**src/rtl/piezo_burst_scheduler.sv**
```systemverilog
// rtl/piezo_burst_scheduler.sv - time-triggered piezo burst sequencer with command queue
//
// Ports:
//   clk              system clock
//   reset_n          asynchronous active-low reset
//   ptp_time         local PTP time, free-running, wraps modulo 2^32
//   piezo_enable_in  external interlock; low forbids or aborts firing
//   avs_address      register select (0 FIRE_TIME, 1 CH_MASK, 2 CONFIG, 3 PUSH, 4 STATUS, 5 CTRL)
//   avs_write        write strobe
//   avs_writedata    write data
//   avs_read         read strobe
//   avs_readdata     read data, valid the cycle after avs_read
//   piezo_out        per-channel drive
//   piezo_enable     high while a burst is active
//   busy             high when the sequencer is not idle or the queue holds commands
//   burst_done       one-cycle pulse at the end of each completed or aborted burst
module piezo_burst_scheduler #(
  parameter int NUM_CH      = 8,
  parameter int FIFO_DEPTH  = 4,
  parameter int LATE_WINDOW = 1000
) (
  input  logic              clk,
  input  logic              reset_n,
  input  logic [31:0]       ptp_time,
  input  logic              piezo_enable_in,
  input  logic [2:0]        avs_address,
  input  logic              avs_write,
  input  logic [31:0]       avs_writedata,
  input  logic              avs_read,
  output logic [31:0]       avs_readdata,
  output logic [NUM_CH-1:0] piezo_out,
  output logic              piezo_enable,
  output logic              busy,
  output logic              burst_done
);

  localparam int PW = $clog2(FIFO_DEPTH);
  // Level needs one more value than the pointer range (0..FIFO_DEPTH), and
  // the STATUS field is 5 bits wide, which covers the largest depth of 16.
  localparam int LVW = 5;

  typedef enum logic [1:0] {
    S_IDLE = 2'd0,
    S_WAIT = 2'd1,
    S_HIGH = 2'd2,
    S_LOW  = 2'd3
  } state_t;

  state_t state;

  // Staging registers written by software, copied into the queue on PUSH.
  logic [31:0]       stg_fire;
  logic [NUM_CH-1:0] stg_mask;
  logic [31:0]       stg_cfg;

  // Command queue storage.
  logic [31:0]       q_fire [FIFO_DEPTH];
  logic [NUM_CH-1:0] q_mask [FIFO_DEPTH];
  logic [31:0]       q_cfg  [FIFO_DEPTH];
  logic [PW-1:0]     wr_ptr;
  logic [PW-1:0]     rd_ptr;
  logic [LVW-1:0]    level;

  // Working copy of the command being executed.
  logic [31:0]       w_fire;
  logic [NUM_CH-1:0] w_mask;
  logic [15:0]       w_half;
  logic [15:0]       w_count;
  logic [15:0]       cyc_cnt;
  logic [15:0]       pulse_cnt;

  logic sticky_ovf;
  logic sticky_late;
  logic sticky_abt;

  logic        wr_push;
  logic        wr_ctrl;
  logic        ctrl_abort;
  logic        ctrl_clear;
  logic        q_empty;
  logic        q_full;
  logic        do_pop;
  logic        do_push;
  logic        in_burst;
  logic        ovf_set;
  logic        late_set;
  logic        abt_set;
  logic [15:0] head_half;
  logic [15:0] head_count;
  logic [31:0] diff;
  logic        due;
  logic        late;
  logic [31:0] rd_mux;

  assign wr_push    = avs_write && (avs_address == 3'd3);
  assign wr_ctrl    = avs_write && (avs_address == 3'd5);
  assign ctrl_abort = wr_ctrl && avs_writedata[0];
  assign ctrl_clear = wr_ctrl && avs_writedata[1];

  assign q_empty = (level == '0);
  assign q_full  = (level == LVW'(FIFO_DEPTH));
  assign do_pop  = (state == S_IDLE) && !q_empty && !ctrl_abort;
  // A pop in the same cycle frees the slot, so a push into a full queue is
  // still accepted then. An abort flushes everything, including this push.
  assign do_push = wr_push && !ctrl_abort && (!q_full || do_pop);

  assign in_burst = (state == S_HIGH) || (state == S_LOW);

  assign head_half  = q_cfg[rd_ptr][15:0];
  assign head_count = q_cfg[rd_ptr][31:16];

  // Modular difference read as signed keeps the comparison correct across
  // the 2^32 wrap of ptp_time.
  assign diff = ptp_time - w_fire;
  assign due  = !diff[31];
  assign late = $signed(diff) > $signed(32'(LATE_WINDOW));

  assign ovf_set  = wr_push && !ctrl_abort && q_full && !do_pop;
  assign late_set = (state == S_WAIT) && late && !ctrl_abort;
  assign abt_set  = ctrl_abort || (in_burst && !piezo_enable_in);

  assign busy = (state != S_IDLE) || !q_empty;

  // Queue pointers and level.
  always_ff @(posedge clk or negedge reset_n) begin
    if (!reset_n) begin
      wr_ptr <= '0;
      rd_ptr <= '0;
      level  <= '0;
    end else if (ctrl_abort) begin
      wr_ptr <= '0;
      rd_ptr <= '0;
      level  <= '0;
    end else begin
      if (do_push) wr_ptr <= wr_ptr + 1'b1;
      if (do_pop)  rd_ptr <= rd_ptr + 1'b1;
      if (do_push && !do_pop)
        level <= level + 1'b1;
      else if (!do_push && do_pop)
        level <= level - 1'b1;
    end
  end

  // Queue storage carries no reset; the level alone says what is valid.
  always_ff @(posedge clk) begin
    if (do_push) begin
      q_fire[wr_ptr] <= stg_fire;
      q_mask[wr_ptr] <= stg_mask;
      q_cfg[wr_ptr]  <= stg_cfg;
    end
  end

  always_comb begin
    rd_mux = '0;
    case (avs_address)
      3'd0: rd_mux = stg_fire;
      3'd1: rd_mux[NUM_CH-1:0] = stg_mask;
      3'd2: rd_mux = stg_cfg;
      3'd4: begin
        rd_mux[LVW-1:0] = level;
        rd_mux[9:8]     = state;
        rd_mux[16]      = sticky_ovf;
        rd_mux[17]      = sticky_late;
        rd_mux[18]      = sticky_abt;
      end
      default: rd_mux = '0;
    endcase
  end

  // Register file: staging, sticky flags and read data.
  always_ff @(posedge clk or negedge reset_n) begin
    if (!reset_n) begin
      stg_fire     <= '0;
      stg_mask     <= '0;
      stg_cfg      <= '0;
      sticky_ovf   <= 1'b0;
      sticky_late  <= 1'b0;
      sticky_abt   <= 1'b0;
      avs_readdata <= '0;
    end else begin
      if (avs_write) begin
        case (avs_address)
          3'd0:    stg_fire <= avs_writedata;
          3'd1:    stg_mask <= avs_writedata[NUM_CH-1:0];
          3'd2:    stg_cfg  <= avs_writedata;
          default: ;
        endcase
      end
      // A new event in the same cycle as a clear wins, so it is not lost.
      if (ctrl_clear) begin
        sticky_ovf  <= 1'b0;
        sticky_late <= 1'b0;
        sticky_abt  <= 1'b0;
      end
      if (ovf_set)  sticky_ovf  <= 1'b1;
      if (late_set) sticky_late <= 1'b1;
      if (abt_set)  sticky_abt  <= 1'b1;
      avs_readdata <= avs_read ? rd_mux : '0;
    end
  end

  // Burst sequencer.
  always_ff @(posedge clk or negedge reset_n) begin
    if (!reset_n) begin
      state        <= S_IDLE;
      w_fire       <= '0;
      w_mask       <= '0;
      w_half       <= '0;
      w_count      <= '0;
      cyc_cnt      <= '0;
      pulse_cnt    <= '0;
      piezo_out    <= '0;
      piezo_enable <= 1'b0;
      burst_done   <= 1'b0;
    end else begin
      burst_done <= 1'b0;
      if (ctrl_abort) begin
        state        <= S_IDLE;
        piezo_out    <= '0;
        piezo_enable <= 1'b0;
        burst_done   <= in_burst;
      end else begin
        case (state)
          S_IDLE: begin
            if (do_pop) begin
              w_fire  <= q_fire[rd_ptr];
              w_mask  <= q_mask[rd_ptr];
              w_half  <= head_half;
              w_count <= head_count;
              // Degenerate commands are dropped here and never reach WAIT.
              if (head_half != 16'd0 && head_count != 16'd0)
                state <= S_WAIT;
            end
          end
          S_WAIT: begin
            if (late) begin
              state <= S_IDLE;
            end else if (due && piezo_enable_in) begin
              state        <= S_HIGH;
              cyc_cnt      <= w_half;
              pulse_cnt    <= w_count;
              piezo_out    <= w_mask;
              piezo_enable <= 1'b1;
            end
          end
          S_HIGH: begin
            if (!piezo_enable_in) begin
              state        <= S_IDLE;
              piezo_out    <= '0;
              piezo_enable <= 1'b0;
              burst_done   <= 1'b1;
            end else if (cyc_cnt == 16'd1) begin
              state     <= S_LOW;
              cyc_cnt   <= w_half;
              piezo_out <= '0;
            end else begin
              cyc_cnt <= cyc_cnt - 16'd1;
            end
          end
          S_LOW: begin
            if (!piezo_enable_in) begin
              state        <= S_IDLE;
              piezo_out    <= '0;
              piezo_enable <= 1'b0;
              burst_done   <= 1'b1;
            end else if (cyc_cnt == 16'd1) begin
              if (pulse_cnt == 16'd1) begin
                state        <= S_IDLE;
                pulse_cnt    <= '0;
                piezo_enable <= 1'b0;
                burst_done   <= 1'b1;
              end else begin
                state     <= S_HIGH;
                pulse_cnt <= pulse_cnt - 16'd1;
                cyc_cnt   <= w_half;
                piezo_out <= w_mask;
              end
            end else begin
              cyc_cnt <= cyc_cnt - 16'd1;
            end
          end
          default: state <= S_IDLE;
        endcase
      end
    end
  end

endmodule

```
**config.mk**
```make
export PLATFORM = sky130hd
export DESIGN_NAME = piezo_burst_scheduler
export DESIGN_NICKNAME = d
export VERILOG_FILES = /design/src/rtl/piezo_burst_scheduler.sv
export SDC_FILE = /design/constraint.sdc
export NUM_CORES = 1
export LEC_CHECK = 0
export ABC_CLOCK_PERIOD_IN_PS = 11500
export BUFFER_PORTS_ARGS = -buffer_cell sky130_fd_sc_hd__buf_2
export CORE_MARGIN = 2
export CORE_UTILIZATION = 66
export DETAILED_ROUTE_END_ITERATION = 16
export PLACE_DENSITY = 0.85
export SETUP_SLACK_MARGIN = 0.3
export SYNTH_ARGS = -nofsm -noshare
export SYNTH_HDL_FRONTEND = slang
export SYNTH_SLANG_ARGS = --single-unit
export TNS_END_PERCENT = 50
```
**constraint.sdc**
```tcl
create_clock -name clk -period 11.5 [get_ports clk]
set_input_delay 2.3 -clock clk [delete_from_list [all_inputs] [get_ports clk]]
set_output_delay 2.3 -clock clk [all_outputs]
set_load 0.02 [all_outputs]
```
* Yosys cells after proc, flatten, opt, wreduce, memory -nomap -nowiden
Memory sizes are Yosys's and may differ from the RTL's. A register that Yosys moved wholly into a read port is not among the register bits.
Index checks and enable logic that the tools add are counted.
** Operators by class
- Add/sub/neg operators :: 7
- $mul :: 0
- Divide/modulo/power cells :: 0
- Magnitude comparators :: 1
- Eq/ne operators :: 27
- Shift operators :: 0
- Muxes and demuxes :: 68
- Bitwise operators :: 1
- Reduce and logical (&&, ||, !) cells :: 54
** Operator list (count)
- $mux W16 :: 12
- $mux W8 :: 8
- $pmux W16 S3 :: 1
- $eq A16 B1 Y1 const B :: 2
- $gt A32 B11 Y1 const B :: 1
- $mux W32 :: 1
- $pmux W16 S2 :: 1
- $reduce_bool A16 Y1 :: 2
- $sub A16 B1 Y16 const B :: 2
- $sub A32 B32 Y32 :: 1
- $mux W2 :: 14
- $pmux W13 S2 :: 1
- $pmux W8 S3 :: 1
- $pmux W5 S4 :: 1
- $mux W1 :: 18
- $pmux W3 S3 :: 2
- $reduce_and A6 Y1 :: 3
- $logic_and A1 B1 Y1 :: 17
- $ne A4 B3 Y1 const B :: 4
- $mux W5 :: 3
- $reduce_bool A2 Y1 :: 7
- $ne A3 B3 Y1 const B :: 4
- $pmux W6 S2 :: 1
- $logic_not A1 Y1 :: 9
- other kinds (28) :: 42
** Word-level totals
- Register bits :: 192
- Latch bits :: 0
- RAM bits :: 288
- Bits in read-only memories :: 0
- Input bits :: 72
- Output and inout bits :: 43
- Word-level logic and storage cells :: 179
- Memories :: 3
** Memory list
- q_cfg :: words 4, width 32, rd ports 1, clocked after Yosys merged registers in 0, write ports 1, line 59 : logic [31:0] q_cfg [FIFO_DEPTH];
- q_fire :: words 4, width 32, rd ports 1, clocked after Yosys merged registers in 1, write ports 1, line 57 : logic [31:0] q_fire [FIFO_DEPTH];
- q_mask :: words 4, width 8, rd ports 1, clocked after Yosys merged registers in 1, write ports 1, line 58 : logic [NUM_CH-1:0] q_mask [FIFO_DEPTH];

* Longest topological paths before layout
- Depth after elaboration :: 12
- Depth in mapped cells :: 16
- Depth with buffers taken out :: 15

* Least setup slack after synthesis
OpenSTA, ideal clock, no wires.
- Kind :: input to register
- Start :: input port avs_address[1]
- End :: memory q_cfg[0][0] (enable)
- Setup time :: 0.438 ns
- Data arrival time :: 5.306 ns
- Required time :: 11.062 ns
- Setup slack :: 5.756 ns
- Stages on the path :: 7
- Buffers on the path :: 1
- Path through :: clkbuf_1 nor2b_1 nand4_1 nand2_1 and3_1 nor2_1 and2_1
** Between the ends
- Word-level cells in the longest chain between the ends :: 9
- Elaborated cells on any way between the ends :: 12
- Those cells by class :: eq/ne: 2; mux: 2; reduce/logical: 8
** RTL lines
- from (decl) :: line 26 : input logic [2:0] avs_address,
- $eq A3 B3 Y1 :: line 96 : assign wr_ctrl = avs_write && (avs_address == 3'd5);
- $logic_and A1 B1 Y1 :: line 96
- $logic_and A1 B1 Y1 :: line 97 : assign ctrl_abort = wr_ctrl && avs_writedata[0];
- $logic_not A1 Y1 :: line 102, 105
- $logic_and A1 B1 Y1 :: line 102 : assign do_pop = (state == S_IDLE) && !q_empty && !ctrl_abort;
- $logic_or A1 B1 Y1 :: line 105 : assign do_push = wr_push && !ctrl_abort && (!q_full || do_pop);
- $logic_and A1 B1 Y1 (*) :: line 105
- $mux W1 (*) :: line 146 : if (do_push) begin
- $mux W1 (not written as such) (*) :: line 149 : q_cfg[wr_ptr] <= stg_cfg;
- to (decl) :: line 59
Mark *: on every way between the ends. The rest lies on a longest branch, timed or not.

* Worst setup path in the final report
- Start :: input port ptp_time[0]
- End :: register cyc_cnt[2]
** Between the ends
- Word-level cells in the longest chain between the ends :: 5
- Elaborated cells on any way between the ends :: 7
- Those cells by class :: add/sub: 1; order compare: 1; eq/ne: 2; reduce/logical: 3
** RTL lines
- from (decl) :: line 24 : input logic [31:0] ptp_time,
- $sub A32 B32 Y32 (*) :: line 114 : assign diff = ptp_time - w_fire;
- branches (longest 3 deep; another with $gt A32 B11 Y1)
- $reduce_and A7 Y1 (no line) (*)
- to (signal assigned) :: line 240 : cyc_cnt <= w_half;
- to (signal assigned) :: line 254 : cyc_cnt <= w_half;
- to (signal assigned) :: line 257 : cyc_cnt <= cyc_cnt - 16'd1;
- to (decl) :: line 69 : logic [15:0] cyc_cnt;
Mark *: on every way between the ends.
A chain may end at the register's enable or synchronous reset.

==> flow_metrics.py <==
metrics = {
    "setup_path": {
        "crit_chain": "buf_2 -> inv_1 -> ha_1 -> inv_1 -> fa_1 -> a21o_1 -> a311o_1 -> a2111oi_4 -> nor3b_1 -> a2111oi_4 -> o2111ai_1 -> and4b_1 -> nand4_2 -> and2_4 -> inv_2 -> o2bb2a_1",
        "crit_fanout": 17,
        "worstSetupPathType": "input port to register",
        "cp_slowest_cell": "a2111oi_4",
        "slowest_delay_ns": 0.52,
        "cp.required_ns": 11.95,
        "worstSetupEndpointType": "register",
        "cp.arrival_ns": 6.47,
        "startpoint_type": "input port",
    },
    "placement": {
        "dp_cells": 2167,
        "dp_hpwl_mm": 37.0,
        "pre_cts_slack_ns": 4.96,
        "port_buffers": 114,
        "postPlaceCellArea_um2": 24300,
        "place.gp.congestion": 0.956,
    },
    "clocking": {
        "cts_buffer_depth": 3,
        "clk_latency_ns": 0.58,
        "postCtsHoldBufs": 0,
        "ctsResizeCount": 0,
        "cts_setup_buffers": 0,
        "cts_root_buf": "clkbuf_16",
        "path_clk_slew_ns": 0.06,
        "cts_tree": "built",
        "cts_sinks": 520,
        "cts_made_buffers": 50,
        "h-tree-depth": 2,
    },
    "synth": {
        "ys_warn_count": 0,
        "synth_cells": 1660,
        "synth_cell_types": 86,
        "synth_nets": 1776,
        "ys.flop_type": "edfxtp_1",
        "ys_seq_area_share_pct": 61.9,
        "synth_seq_cells": 520,
        "syn_area_um2": 23400,
        "async_reset_ff_share_pct": 44.6,
        "postSynthAreaPerCell_um2": 14.1,
        "synth_edf_count": 288,
    },
    "floorplanning": {
        "rows": 68,
        "core-area_um2": 34700,
        "die_h_um": 192,
        "ios": 115,
        "die-area_um2": 36900,
        "die_width_um": 192,
        "initial_core_util_pct": 67.3,
    },
    "timing": {
        "setup_slack_ns": 5.48,
        "finClkSkew_ns": 0.0160,
        "max_slew_margin_pct": 18.4,
        "max_freq_mhz": 166,
        "hold_viol": 0,
        "slew_viol_final": 0,
        "rsz0062_at_grt": "no",
        "finalSetupTns_ns": 0,
        "fin_crit_ns": 6.02,
        "fin_crit_sh_pct": 52.4,
        "setup_violations": 0,
        "tightestPinTransition_ns": 1.22,
        "worst_hold_slack_ns": 0.502,
    },
    "cells_and_area": {
        "postLayoutCellArea_um2": 26200,
        "seqCellArea_um2": 14500,
        "syn2layout_area_growth_pct": 12.0,
        "diodes": 0,
        "multi_input_area_um2": 8430,
        "finalNetCount": 1880,
        "drive_gt1_share_pct": 25.9,
        "fillers": 2055,
        "fin_cells": 2261,
        "fin_util_pct": 75.4,
    },
    "worst_hold_path": {
        "holdCritPathClass": "register to register",
    },
    "global_route": {
        "track_usage_pct": 32.8,
        "grt_pass1_vias": 15700,
        "antenna_found_initial": 1,
        "grt.overflow.total": 0,
        "grt_pass1_wl_mm": 90.6,
        "grt_max_degree": 102,
    },
    "routing": {
        "ant_nets": 0,
        "via_per_inst": 6.70,
        "drt-initial-drc-count": 1342,
        "wirelength_mm": 58.8,
        "route.detailed.drc": 0,
        "drt-pass1-iter-count": 5,
        "routed-via-count": 15200,
        "wl_per_cell_um": 26.0,
    },
    "power_and_ir_drop": {
        "p_total_mw": 6.50,
        "ir_drop_mv": 0.166,
        "power_density_nw_per_um2": 248,
        "p_leak_nw": 10.1,
    },
    "outcome": {
        "status": "finished, final reports clean",
    },
    "flow_run": {
        "maxCapViolations": 0,
    },
}
-- where the power goes --
part | switching (mW) | total (mW) | internal, mW | leakage (nW)
Combinational | 1.15 | 2.10 | 0.947 | 3.82
Sequential | 0.308 | 2.61 | 2.30 | 5.38
Clock | 0.717 | 1.79 | 1.07 | 0.889
-- routing by layer --
metal	GRT usage, %	vias up	part of all wire, %
met5	0	-	0.015
met4	14.7	2	4.6
met3	5.57	179	7.2
met2	55.6	778	50
met1	41.9	7617	38
li1	-	6581	-
-- synthesized netlist by cell type, drive strengths merged (33+ instances only) --
master	n	area share, %
clkbuf	58	0.94
o21ai	49	1.1
mux2	147	7.1
ha	42	2.2
edfxtp	288	37
mux2i	39	1.7
inv	51	0.82
a21oi	84	1.8
nor2	131	2.1
dfrtp	232	25
mux4	72	6.9
nand2	79	1.3
nor3	33	0.71
-- area by class of cell --
type / instances / share of cell area [%]
Sequential cell: 520 / 55.3
Multi-Input combinational cell: 1012 / 32.2
Clock buffer: 70 / 5.71
Timing Repair Buffer: 129 / 2.65
Tap cell: 455 / 2.18
Clock inverter: 24 / 1.24
Inverter: 51 / 0.732
-- cells by family (layout without fill, tap and decap cells) --
family / after synthesis / after routing / share of synthesized area (%)
compound gates: 296 / 296 / 8.69
xor+xnor: 16 / 16 / 0.600
flops: 520 / 520 / 61.9
mux: 258 / 258 / 15.7
simple gates: 398 / 398 / 8.55
buf+inv: 128 / 274 / 2.18
fa+ha+maj: 44 / 44 / 2.42
-- worst max-delay path: cells and delay by family --
family	cells	cell delay [ns]
buffers and inverters	4	0.30
AND/OR/NAND/NOR	4	1.47
AO/OA/AOI/OAI	6	1.82
adder cells (fa/ha/maj)	2	0.55
-- final timing paths --
path / start / endpoint / slack [ns] / cells after the start
setup / recovery: ptp_time[0] / cyc_cnt[2] / 5.48 / 16
hold / removal: piezo_out[2] / piezo_out[2] / 0.50 / 1
setup reg to reg: w_fire[0] / cyc_cnt[2] / 6.98 / 14
hold reg to reg: piezo_out[2] / piezo_out[2] / 0.50 / 1
max in group asynchronous: reset_n / avs_readdata[22] / 8.23 / 2
min in group asynchronous: reset_n / w_fire[6] / 1.76 / 1
-- placed cells by master (no fill, tap or decap), types with 9 or more instances in the layout --
cell / synthesis / layout
mux2i_1: 39 / 39
nand3_1: 30 / 30
buf_2: 4 / 113
buf_4: 0 / 15
a21oi_1: 81 / 81
nor2b_1: 10 / 10
o31ai_1: 23 / 23
edfxtp_1: 288 / 288
mux2_2: 147 / 147
xnor2_1: 10 / 10
nor2_1: 130 / 130
mux4_2: 72 / 72
nor4_1: 21 / 21
o21ai_0: 43 / 43
inv_1: 50 / 50
a31oi_1: 22 / 22
nand2_1: 79 / 78
a22o_1: 11 / 11
ha_1: 42 / 42
dfrtp_1: 232 / 230
clkbuf_1: 57 / 9
nor3_1: 33 / 32
o211ai_1: 12 / 12
nand4_1: 21 / 21
clkbuf_16: 0 / 55
o21a_1: 15 / 15
nand2b_1: 10 / 10
-- registers in the layout, summed over array words and instances, names as in the netlist, 16 cells and up --
signal / flops
q_mask: 32
pulse_cnt: 16
w_half: 16
q_fire: 128
stg_fire: 32
cyc_cnt: 16
avs_readdata: 32
w_count: 16
q_cfg: 128
w_fire: 32
stg_cfg: 32
(Power assumes the default switching activity.)
